## config.mk

```make
export PLATFORM = sky130hd
export DESIGN_NAME = orao_tape_io_flat
export DESIGN_NICKNAME = d
export VERILOG_FILES = /design/src/rtl/orao_io_pkg.sv /design/src/rtl/orao_tape_io_if.sv /design/src/rtl/orao_tape_io_fifo.sv /design/src/rtl/orao_tape_io.sv /design/src/flat_wrapper.sv
export SDC_FILE = /design/constraint.sdc
export NUM_CORES = 1
export LEC_CHECK = 0
export CAP_MARGIN = 15
export CORE_ASPECT_RATIO = 1.2
export CORE_UTILIZATION = 60
export DETAILED_ROUTE_END_ITERATION = 6
export PLACE_DENSITY = 0.88
export SKIP_LAST_GASP = 1
export SLEW_MARGIN = 20
export SYNTH_ARGS = -nofsm -noshare
export SYNTH_HDL_FRONTEND = slang
export SYNTH_SLANG_ARGS = --single-unit
```

## constraint.sdc

```tcl
create_clock -name clk -period 4.8 [get_ports clk]
set_input_delay 0.96 -clock clk [delete_from_list [all_inputs] [get_ports clk]]
set_output_delay 0.96 -clock clk [all_outputs]
set_load 0.02 [all_outputs]
```

## src/rtl/orao_io_pkg.sv

```systemverilog
// Shared constants and helpers for the Orao I/O page and tape sample port.
package orao_io_pkg;

    localparam logic [4:0]  KBD_PAGE_DEF   = 5'b10000;
    localparam logic [4:0]  AUDIO_PAGE_DEF = 5'b10001;
    localparam logic [15:0] TAPE_ADDR_DEF  = 16'h87FF;
    localparam logic [7:0]  SAMPLE_ONE     = 8'hFF;
    localparam logic [7:0]  SAMPLE_ZERO    = 8'h00;

    // FIFO occupancy clipped to the five bits available in the status byte.
    function automatic logic [4:0] sat5(input int unsigned c);
        return (c > 32'd31) ? 5'd31 : c[4:0];
    endfunction

endpackage

```

## src/rtl/orao_tape_io_if.sv

```systemverilog
// CPU bus, ioctl download and status signals of the Orao tape/I-O block.
interface orao_tape_io_if;
    logic        ce;
    logic [15:0] addr;
    logic        we;
    logic [7:0]  data_out;
    logic [7:0]  kbd_data;
    logic        ioctl_download;
    logic        ioctl_wr;
    logic [7:0]  ioctl_dout;
    logic        ioctl_wait;
    logic        audio;
    logic        tape_active;
    logic        tape_overflow;

    modport master (
        output ce, addr, we, kbd_data, ioctl_download, ioctl_wr, ioctl_dout,
        input  data_out, ioctl_wait, audio, tape_active, tape_overflow
    );

    modport slave (
        input  ce, addr, we, kbd_data, ioctl_download, ioctl_wr, ioctl_dout,
        output data_out, ioctl_wait, audio, tape_active, tape_overflow
    );
endinterface

```

## src/rtl/orao_tape_io_fifo.sv

```systemverilog
// 1-bit tape sample FIFO with occupancy outputs and a synchronous flush.
module tape_fifo #(
    parameter  int DEPTH = 16,
    localparam int AW    = $clog2(DEPTH),
    localparam int CW    = AW + 1
) (
    input  logic          clk,
    input  logic          reset,
    input  logic          flush,
    input  logic          push,
    input  logic          pop,
    input  logic          din,
    output logic          dout,
    output logic [CW-1:0] count,
    output logic [CW-1:0] count_next,
    output logic          full,
    output logic          empty
);

    logic [DEPTH-1:0] mem_q;
    logic [AW-1:0]    wr_ptr_q, wr_ptr_d;
    logic [AW-1:0]    rd_ptr_q, rd_ptr_d;
    logic [CW-1:0]    count_q, count_d;
    logic             do_push, do_pop;

    assign full       = (count_q == CW'(DEPTH));
    assign empty      = (count_q == '0);
    assign dout       = mem_q[rd_ptr_q];
    assign count      = count_q;
    assign count_next = count_d;

    always_comb begin
        do_push  = push && !full && !flush;
        do_pop   = pop && !empty && !flush;
        wr_ptr_d = wr_ptr_q;
        rd_ptr_d = rd_ptr_q;
        count_d  = count_q;
        if (flush) begin
            wr_ptr_d = '0;
            rd_ptr_d = '0;
            count_d  = '0;
        end else begin
            if (do_push) wr_ptr_d = wr_ptr_q + AW'(1);
            if (do_pop)  rd_ptr_d = rd_ptr_q + AW'(1);
            count_d = count_q + CW'(do_push) - CW'(do_pop);
        end
    end

    always_ff @(posedge clk) begin
        if (reset) begin
            wr_ptr_q <= '0;
            rd_ptr_q <= '0;
            count_q  <= '0;
        end else begin
            wr_ptr_q <= wr_ptr_d;
            rd_ptr_q <= rd_ptr_d;
            count_q  <= count_d;
        end
    end

    // Sample storage carries no reset; occupancy alone defines validity.
    always_ff @(posedge clk) begin
        if (do_push) mem_q[wr_ptr_q] <= din;
    end

endmodule

```

## src/rtl/orao_tape_io.sv

```systemverilog
// Orao I/O page decode: keyboard, buffered tape samples, audio flip-flop.
// Optional status byte at TAPE_ADDR-1 enabled by defining ORAO_TAPE_STATUS_EN.
module orao_tape_io
    import orao_io_pkg::*;
#(
    parameter int          DEPTH          = 16,
    parameter logic [7:0]  THRESH         = 8'h80,
    parameter int          READ_DIV       = 2,
    parameter int          TIMEOUT_CYCLES = 75000000,
    parameter logic [15:0] TAPE_ADDR      = TAPE_ADDR_DEF,
    parameter logic [4:0]  KBD_PAGE       = KBD_PAGE_DEF,
    parameter logic [4:0]  AUDIO_PAGE     = AUDIO_PAGE_DEF
) (
    input logic            clk,
    input logic            reset,
    orao_tape_io_if.slave  bus
);

    localparam int          CW          = $clog2(DEPTH) + 1;
    localparam int          DW          = (READ_DIV > 1) ? $clog2(READ_DIV) : 1;
    localparam int          TW          = $clog2(TIMEOUT_CYCLES + 1);
    localparam logic [CW-1:0] DEPTH_M1  = CW'(DEPTH - 1);
    localparam logic [DW-1:0] DIV_LAST  = DW'(READ_DIV - 1);
    localparam logic [TW-1:0] TMO_MAX   = TW'(TIMEOUT_CYCLES);
    localparam logic [15:0] STATUS_ADDR = TAPE_ADDR - 16'd1;

    logic [15:0]   addr_q;
    logic          dl_q;
    logic [DW-1:0] div_q, div_d;
    logic [TW-1:0] tmo_q, tmo_d;
    logic          last_sample_q, last_sample_d;
    logic [7:0]    data_out_q, data_out_d;
    logic          ioctl_wait_q, ioctl_wait_d;
    logic          audio_q, audio_d;
    logic          tape_active_q, tape_active_d;
    logic          tape_overflow_q, tape_overflow_d;

    logic          dl_rise, is_tape, read_ev, wr_req, push, drop;
    logic          div_wrap, clear_ev, tmo_sat, flush, pop;
    logic          head, full, empty;
    logic [CW-1:0] count, count_next;
    logic          unused_we;

    assign unused_we = bus.we;

    tape_fifo #(.DEPTH(DEPTH)) u_fifo (
        .clk        (clk),
        .reset      (reset),
        .flush      (flush),
        .push       (push),
        .pop        (pop),
        .din        (bus.ioctl_dout >= THRESH),
        .dout       (head),
        .count      (count),
        .count_next (count_next),
        .full       (full),
        .empty      (empty)
    );

    // Control decisions feeding the FIFO; kept apart from the register
    // next-state logic, which in turn depends on the FIFO's count_next.
    always_comb begin
        dl_rise  = bus.ioctl_download && !dl_q;
        is_tape  = (bus.addr == TAPE_ADDR);
        read_ev  = is_tape && (addr_q != TAPE_ADDR);
        wr_req   = bus.ioctl_download && bus.ioctl_wr;
        push     = wr_req && !full;
        drop     = wr_req && full;
        div_d    = div_q;
        div_wrap = 1'b0;
        if (read_ev) begin
            if (div_q == DIV_LAST) begin
                div_d    = '0;
                div_wrap = 1'b1;
            end else begin
                div_d = div_q + DW'(1);
            end
        end
        clear_ev = dl_rise || push || read_ev;
        tmo_sat  = (tmo_q == TMO_MAX);
        flush    = tmo_sat && !clear_ev;
        pop      = read_ev && div_wrap && !empty;
    end

    always_comb begin
        tmo_d           = clear_ev ? '0 : (tmo_sat ? tmo_q : tmo_q + TW'(1));
        last_sample_d   = pop ? head : last_sample_q;
        tape_overflow_d = (tape_overflow_q && !dl_rise) || drop;
        ioctl_wait_d    = (count_next >= DEPTH_M1) && bus.ioctl_download && (tmo_d != TMO_MAX);
        tape_active_d   = ((count_next != '0) || bus.ioctl_download) && (tmo_d != TMO_MAX);
        audio_d         = audio_q ^ (bus.ce && (bus.addr[15:11] == AUDIO_PAGE));
        data_out_d      = 8'hFF;
        if (is_tape) begin
            if (!empty) data_out_d = head ? SAMPLE_ONE : SAMPLE_ZERO;
            else        data_out_d = last_sample_q ? SAMPLE_ONE : SAMPLE_ZERO;
`ifdef ORAO_TAPE_STATUS_EN
        end else if (bus.addr == STATUS_ADDR) begin
            data_out_d = {tape_overflow_q, full, empty, sat5(32'(count))};
`endif
        end else if (bus.addr[15:11] == KBD_PAGE) begin
            data_out_d = bus.kbd_data;
        end
    end

    // A download already high at reset release must not look like a new edge.
    always_ff @(posedge clk) begin
        if (reset) begin
            addr_q          <= '0;
            dl_q            <= bus.ioctl_download;
            div_q           <= '0;
            tmo_q           <= '0;
            last_sample_q   <= 1'b0;
            data_out_q      <= 8'hFF;
            ioctl_wait_q    <= 1'b0;
            audio_q         <= 1'b0;
            tape_active_q   <= 1'b0;
            tape_overflow_q <= 1'b0;
        end else begin
            addr_q          <= bus.addr;
            dl_q            <= bus.ioctl_download;
            div_q           <= div_d;
            tmo_q           <= tmo_d;
            last_sample_q   <= last_sample_d;
            data_out_q      <= data_out_d;
            ioctl_wait_q    <= ioctl_wait_d;
            audio_q         <= audio_d;
            tape_active_q   <= tape_active_d;
            tape_overflow_q <= tape_overflow_d;
        end
    end

    assign bus.data_out      = data_out_q;
    assign bus.ioctl_wait    = ioctl_wait_q;
    assign bus.audio         = audio_q;
    assign bus.tape_active   = tape_active_q;
    assign bus.tape_overflow = tape_overflow_q;

endmodule
```

## src/flat_wrapper.sv

```systemverilog
// flat-port wrapper written by rule: the top's interface ports become plain ports
module orao_tape_io_flat import orao_io_pkg::*;
#(
    parameter int          DEPTH          = 16,
    parameter logic [7:0]  THRESH         = 8'h80,
    parameter int          READ_DIV       = 2,
    parameter int          TIMEOUT_CYCLES = 75000000,
    parameter logic [15:0] TAPE_ADDR      = TAPE_ADDR_DEF,
    parameter logic [4:0]  KBD_PAGE       = KBD_PAGE_DEF,
    parameter logic [4:0]  AUDIO_PAGE     = AUDIO_PAGE_DEF
)
  (clk, reset, bus_ce, bus_addr, bus_we, bus_kbd_data, bus_ioctl_download, bus_ioctl_wr, bus_ioctl_dout, bus_data_out, bus_ioctl_wait, bus_audio, bus_tape_active, bus_tape_overflow);
  orao_tape_io_if bus_i ();
  input logic clk;
  input logic reset;
  input wire logic [$bits(bus_i.ce)-1:0] bus_ce;
  input wire logic [$bits(bus_i.addr)-1:0] bus_addr;
  input wire logic [$bits(bus_i.we)-1:0] bus_we;
  input wire logic [$bits(bus_i.kbd_data)-1:0] bus_kbd_data;
  input wire logic [$bits(bus_i.ioctl_download)-1:0] bus_ioctl_download;
  input wire logic [$bits(bus_i.ioctl_wr)-1:0] bus_ioctl_wr;
  input wire logic [$bits(bus_i.ioctl_dout)-1:0] bus_ioctl_dout;
  output wire logic [$bits(bus_i.data_out)-1:0] bus_data_out;
  output wire logic [$bits(bus_i.ioctl_wait)-1:0] bus_ioctl_wait;
  output wire logic [$bits(bus_i.audio)-1:0] bus_audio;
  output wire logic [$bits(bus_i.tape_active)-1:0] bus_tape_active;
  output wire logic [$bits(bus_i.tape_overflow)-1:0] bus_tape_overflow;
  assign bus_i.ce = bus_ce;
  assign bus_i.addr = bus_addr;
  assign bus_i.we = bus_we;
  assign bus_i.kbd_data = bus_kbd_data;
  assign bus_i.ioctl_download = bus_ioctl_download;
  assign bus_i.ioctl_wr = bus_ioctl_wr;
  assign bus_i.ioctl_dout = bus_ioctl_dout;
  assign bus_data_out = bus_i.data_out;
  assign bus_ioctl_wait = bus_i.ioctl_wait;
  assign bus_audio = bus_i.audio;
  assign bus_tape_active = bus_i.tape_active;
  assign bus_tape_overflow = bus_i.tape_overflow;
  orao_tape_io #(.DEPTH(DEPTH), .THRESH(THRESH), .READ_DIV(READ_DIV), .TIMEOUT_CYCLES(TIMEOUT_CYCLES), .TAPE_ADDR(TAPE_ADDR), .KBD_PAGE(KBD_PAGE), .AUDIO_PAGE(AUDIO_PAGE)) u_core (.clk(clk), .reset(reset), .bus(bus_i));
endmodule
```

Word level (Yosys, flattened, before mapping)
Index checks and enable logic that the tools add are counted.
Widths: inputs -> output; s select.
{"block": "word_totals", "mem_bits_ro": 0, "in_bits": 38, "latch_bits": 0, "n_memories": 0, "regBits": 87, "ramBits": 0}
{"block": "op_classes", "mul": 0, "n_div": 0, "bitwise_logic": 1, "reduce_logical": 31, "n_eq_ne": 7, "n_shift": 0, "add_sub_neg": 6, "mux": 16, "order_cmp": 5}
{"operator": "$mux 27", "n": 2}
{"operator": "$mux 8", "n": 5}
{"operator": "$add 27x1->27 const B", "n": 1}
{"operator": "$eq 27x27->1 const B", "n": 1}
{"operator": "$ne 27x27->1 const B", "n": 1}
{"operator": "$logic_and 1x1->1", "n": 18}
{"operator": "$bwmux 16", "n": 1}
{"operator": "$eq 16x16->1 const B", "n": 1}
{"operator": "$ne 16x16->1 const B", "n": 1}
{"operator": "$eq 5x5->1 const B", "n": 3}
{"operator": "$lt 4x5->1 const B", "n": 2}
{"operator": "$add 4x1->4 const B", "n": 2}
{"operator": "$ge 8x8->1 const B", "n": 1}
{"operator": "$logic_not 1->1", "n": 6}
{"operator": "$add 5x1->5", "n": 1}
{"operator": "$ge 5x4->1 const B", "n": 1}
{"operator": "$logic_not 5->1", "n": 1}
{"operator": "$mux 1", "n": 5}
{"operator": "$mux 5", "n": 1}
{"operator": "$reduce_bool 5->1", "n": 1}
{"operator": "$sub 5x1->5", "n": 1}
{"operator": "$bmux 1 s4", "n": 1}
{"operator": "$demux 1 s4", "n": 1}
{"operator": "$ge 4x1->1 const B", "n": 1}
{"operator": "other kinds (4)", "n": 7}

Longest topological paths before layout
{"block": "depth", "ltp_word": 15, "depth_mapped": 18}

Cells and area by module
From an unflattened synthesis, not the netlist that was laid out.
{"block": "hier_totals", "cells_unflattened": 456, "area_unflattened_um2": 4309.1}
{"mod": "orao_tape_io", "n_inst": 1, "area_per_inst_um2": 2786.4, "cells_per_inst": 319}
{"mod": "tape_fifo", "n_inst": 1, "area_per_inst_um2": 1522.7, "cells_per_inst": 137}

Worst setup path after synthesis
No wires, ideal clock.
{"block": "synth_timing", "kind": "in2reg", "from": "input bus_addr[13]", "to": "register u_core.tape_active_q (netlist: u_core.bus.tape_active)", "path_slack_ns": 1.330, "setup_ns": 0.122, "required_ns": 4.678, "stages": 17, "arrival_time_ns": 3.348, "path_cell_list": "nor4b_4 nand4bb_1 clkbuf_1 nor2_1 and3b_1 ha_1 inv_1 ha_1 inv_1 fa_1 inv_1 a21oi_1 o21bai_1 xnor2_1 a31oi_1 o21ai_0 nor2_1"}
{"block": "synth_via", "word_cells_on_any_way": 20, "cone_classes": "add/sub: 2; eq/ne: 2; mux: 3; reduce/logical: 13"}
{"element": "start: declaration", "line_no": "flat_wrapper.sv:17", "source": "input wire logic [$bits(bus_i.addr)-1:0] bus_addr;"}
{"element": "$eq 16x16->1 (*)", "line_no": "orao_tape_io.sv:64", "source": "is_tape = (bus.addr == TAPE_ADDR);"}
{"element": "$logic_and 1x1->1 (*)", "line_no": "orao_tape_io.sv:65", "source": "read_ev = is_tape && (addr_q != TAPE_ADDR);"}
{"element": "$mux 1 / $logic_or 1x1->1 (equally long branches)", "line_no": "orao_tape_io.sv:71, orao_tape_io.sv:79"}
{"element": "$logic_and 1x1->1 / $logic_not 1->1 (equally long branches)", "line_no": "orao_tape_io.sv:82, orao_tape_io.sv:81"}
{"element": "$logic_and 1x1->1 (on tied branches)", "line_no": "orao_tape_io.sv:82, orao_tape_io.sv:81"}
{"element": "$logic_and 1x1->1 / $logic_not 1->1 (equally long branches)", "line_no": "orao_tape_io_fifo.sv:34", "source": "do_pop = pop && !empty && !flush;"}
{"element": "$logic_and 1x1->1 (*)", "line_no": "orao_tape_io_fifo.sv:34"}
{"element": "named net u_core.u_fifo.do_pop", "line_no": "orao_tape_io_fifo.sv:24", "source": "logic do_push, do_pop;"}
{"element": "$sub 5x1->5 (*)", "line_no": "orao_tape_io_fifo.sv:45", "source": "count_d = count_q + CW'(do_push) - CW'(do_pop);"}
{"element": "$mux 5 (*)", "line_no": "orao_tape_io_fifo.sv:38", "source": "if (flush) begin"}
{"element": "$reduce_bool 5->1 (*)", "line_no": "orao_tape_io.sv:90", "source": "tape_active_d = ((count_next != '0) || bus.ioctl_download) && (tmo_d != TMO_MAX);"}
{"element": "$logic_or 1x1->1 (*)", "line_no": "orao_tape_io.sv:90"}
{"element": "$logic_and 1x1->1 (*)", "line_no": "orao_tape_io.sv:90"}
{"element": "end signal: assignment", "line_no": "orao_tape_io.sv:127", "source": "tape_active_q <= tape_active_d;"}
{"element": "end: declaration", "line_no": "orao_tape_io.sv:35", "source": "logic tape_active_q, tape_active_d;"}
The timed path passes the listed nets; every way through them passes the cells marked *.
A chain may end at the register's enable or synchronous reset.

Final worst setup path
Same ends and word-level chain as after synthesis.

==> metrics.txt <==
vias per cell=5.733; placed insts=539; Clock Path Buffers=2; status=completed; compound-cell area share of the yosys netlist=0.05640; pwr/cell area=321.2 nW/um^2; post-synthesis cell area=4215 um^2; Post-CTS Setup Bufs=0; IO Pins=50; Synth Area in Simple Gates=0.2823; non-filler cells in the finished layout=555; Final Cell Area=4846 um^2; GRT Overall Usage=0.2478; Synth Register Bits=87; Fillers=503; full die area=7366 um^2; dpl hpwl=5971 um; nets@finish=515; RSZ-0062 raised after global routing=no; largest net degree at the start of global routing=28; Fin Clk Skew=0.01512 ns; final period utilization=0.8092; Post-Synth Adder-Cell Area=0.04334; multi-input logic area=2141 um^2; n_diodes=0; Crit Path Class=in -> reg; Initial Util=0.6187; Netlist cell types=60; Max IR drop VDD=0.3068 mV; worst slew pin tran=0.8621 ns; GRT overflow=0; ys async rst share=0; clock sinks=87; max cap viols=0; mux cell area share after synthesis=0.03859; IO buf count=41; Reg clk slew, reported paths=0.08 ns; drt drc=0; setup TNS=0 ns; P&R area growth vs syn=14.96%; WL final=8752 um; vias in the first global route=3,140; share of cells above drive strength 1=0.08547; Final Power=1.556 mW; Final Hold Viols=0; Die Y=93.82 um; CP required=5.03 ns; Placer Congestion=0.8871; first-pass GRT wire length=14,120 um; post-synthesis xor/xnor area fraction=0.08727; routed length per placed instance=15.77 um; H-tree depth=3; Synth Flop Type=dfxtp_1; Max transition margin=0.4172; type of origin of the critical path=primary input; Post-CTS Hold Fix Bufs=0; fin crit period=3.884 ns; Iteration-0 DRC Markers=186; CTS Root Cell=clkbuf_8; Hold Crit Class=reg -> reg; Num CTS Buffers=9; Skew-Pair Late Insertion Delay=0.35 ns; Crit. End Element=flip-flop; initial antenna violation count=0; Slew Viols, Final=0; WP data arrival=4.11 ns; cts repair resizes=0; Final Setup Violations=0; DR pass1 iterations=4; DP Area=4629 um^2; antenna-violating nets left=0; # rows=33; Reg area=1902 um^2; Leak=1.694 nW; Seq/Total Area, Yosys=0.4512; CTS tree=done; crit-path max FO=10; reg-to-reg setup timing slack=1.34 ns; Synth Instances=433; chip width=78.52 um; core region area=6813 um^2; Syn Nets=485; Ys Warns=0; mean post-synth cell area=9.735 um^2; Post-synth EDFFs=16; Max Clock Freq=257.5 MHz; main combinational cell family by area after synthesis=simple AND/OR/NAND/NOR gates; DR vias=3,182
cell usage in the layout (no fill, tap or decap), drive strengths merged, types with 3 or more instances in the layout:
| master | synthesis | layout |
|---|---|---|
| nor2 | 74 | 74 |
| dfxtp | 71 | 71 |
| clkdlybuf4s50 | 0 | 41 |
| nand2 | 30 | 30 |
| xnor2 | 21 | 21 |
| xor2 | 21 | 21 |
| nor2b | 19 | 19 |
| inv | 16 | 16 |
| edfxtp | 16 | 16 |
| nand4 | 15 | 15 |
| nor3 | 14 | 14 |
| ha | 13 | 13 |
| o21ai | 12 | 12 |
| nand3 | 11 | 11 |
| clkbuf | 10 | 10 |
| nor4 | 8 | 8 |
| nor4b | 7 | 7 |
| nand2b | 6 | 6 |
| mux2i | 5 | 5 |
| mux4 | 5 | 5 |
| a21oi | 4 | 4 |
| and3 | 4 | 4 |
| and4 | 3 | 3 |
| clkinv | 0 | 3 |
worst paths after layout:
kind	from	end	cells after the start
worst max-delay path	bus_addr[13]	u_core.bus.tape_active$_SDFF_PP0_	18
worst min-delay path	u_core.last_sample_q$_SDFFE_PP0P_	u_core.last_sample_q$_SDFFE_PP0P_	2
worst max register to register	u_core.addr_q[13]$_SDFF_PP0_	u_core.bus.tape_active$_SDFF_PP0_	16
worst min register to register	u_core.last_sample_q$_SDFFE_PP0P_	u_core.last_sample_q$_SDFFE_PP0P_	2
stage by stage:
step / util / setup slack (ns) / hold slack, ns
after floorplan: - / 1.330 / 0.4601
after global placement: 0.6795 / 0.6363 / 0.4744
after detailed placement: 0.6795 / 0.5871 / 0.4883
after CTS: 0.7113 / 0.9214 / 0.5259
after global routing: 0.7113 / 0.6851 / 0.5447
final: 0.7113 / 0.9159 / 0.5224
synth_stat cells, types with 9 or more instances:
| library cell | n | area (um^2) |
|---|---|---|
| nor2_1 | 74 | 277.8 |
| dfxtp_1 | 71 | 1421 |
| nand2_1 | 30 | 112.6 |
| xnor2_1 | 21 | 183.9 |
| xor2_1 | 21 | 183.9 |
| nor2b_1 | 19 | 118.9 |
| edfxtp_1 | 16 | 480.5 |
| inv_1 | 16 | 60.06 |
| nor3_1 | 14 | 70.07 |
| ha_1 | 13 | 162.7 |
| nand3_1 | 11 | 55.05 |
| nand4_1 | 11 | 68.82 |
| o21ai_0 | 11 | 55.05 |
| clkbuf_1 | 9 | 33.78 |
report_power, final:
| part | leakage (nW) | total, mW | switching, mW | internal, mW |
|---|---|---|---|---|
| clock network | 0.104 | 0.538 | 0.265 | 0.273 |
| registers | 0.723 | 0.794 | 0.0223 | 0.771 |
| logic | 0.868 | 0.224 | 0.121 | 0.103 |
layout make-up:
type                    instances  area share
inverters                      16     0.01239
clock buffers                  10     0.03073
repair buffers                 42     0.08624
well taps                      87     0.02246
flip-flops and latches         87      0.3925
clock inverters                 6     0.01394
multi-input cells             307      0.4418
cells by family after synthesis:
kind of cell	Yosys count
AND/OR/NAND/NOR	206
flip-flops	87
buffers and inverters	39
XOR/XNOR	42
adder cells (fa/ha/maj)	14
multiplexers	10
AO/OA/AOI/OAI	35
worst max-delay path, stage by stage:
cell and delay, ns:
clkdlybuf4s50_1 0.45, nor4b_4 0.37, nand4bb_1 0.13, buf_4 0.18
nor2_1 0.16, and3b_1 0.18, ha_1 0.22, inv_1 0.06
ha_1 0.15, inv_1 0.05, fa_1 0.39, inv_1 0.07
a21oi_1 0.06, o21bai_1 0.15, xnor2_1 0.23, a31oi_1 0.12
o21ai_0 0.11, nor2_1 0.06
state kept, by name (all words and copies together) (netlist names):
name / flops
u_core.bus.tape_active: 1
u_core.u_fifo.count: 5
u_core.u_fifo.rd_ptr_q: 4
u_core.bus.data_out: 8
u_core.u_fifo.wr_ptr_q: 4
u_core.bus.ioctl_wait: 1
u_core.addr_q: 16
u_core.bus.audio: 1
u_core.dl_q: 1
u_core.div_q: 1
u_core.bus.tape_overflow: 1
u_core.last_sample_q: 1
u_core.tmo_q: 27
u_core.u_fifo.mem_q: 16
routing by layer:
layer  global-route usage  wire, um  vias up  part of all wire
li1                     -         -     1555                 -
met1               0.2731      3589     1537              0.41
met2               0.4399      4639       67              0.53
met3              0.06214       274       23             0.031
met4               0.1204       249        0             0.028
met5                    0         0        -                 0
(Power assumes the default switching activity.)
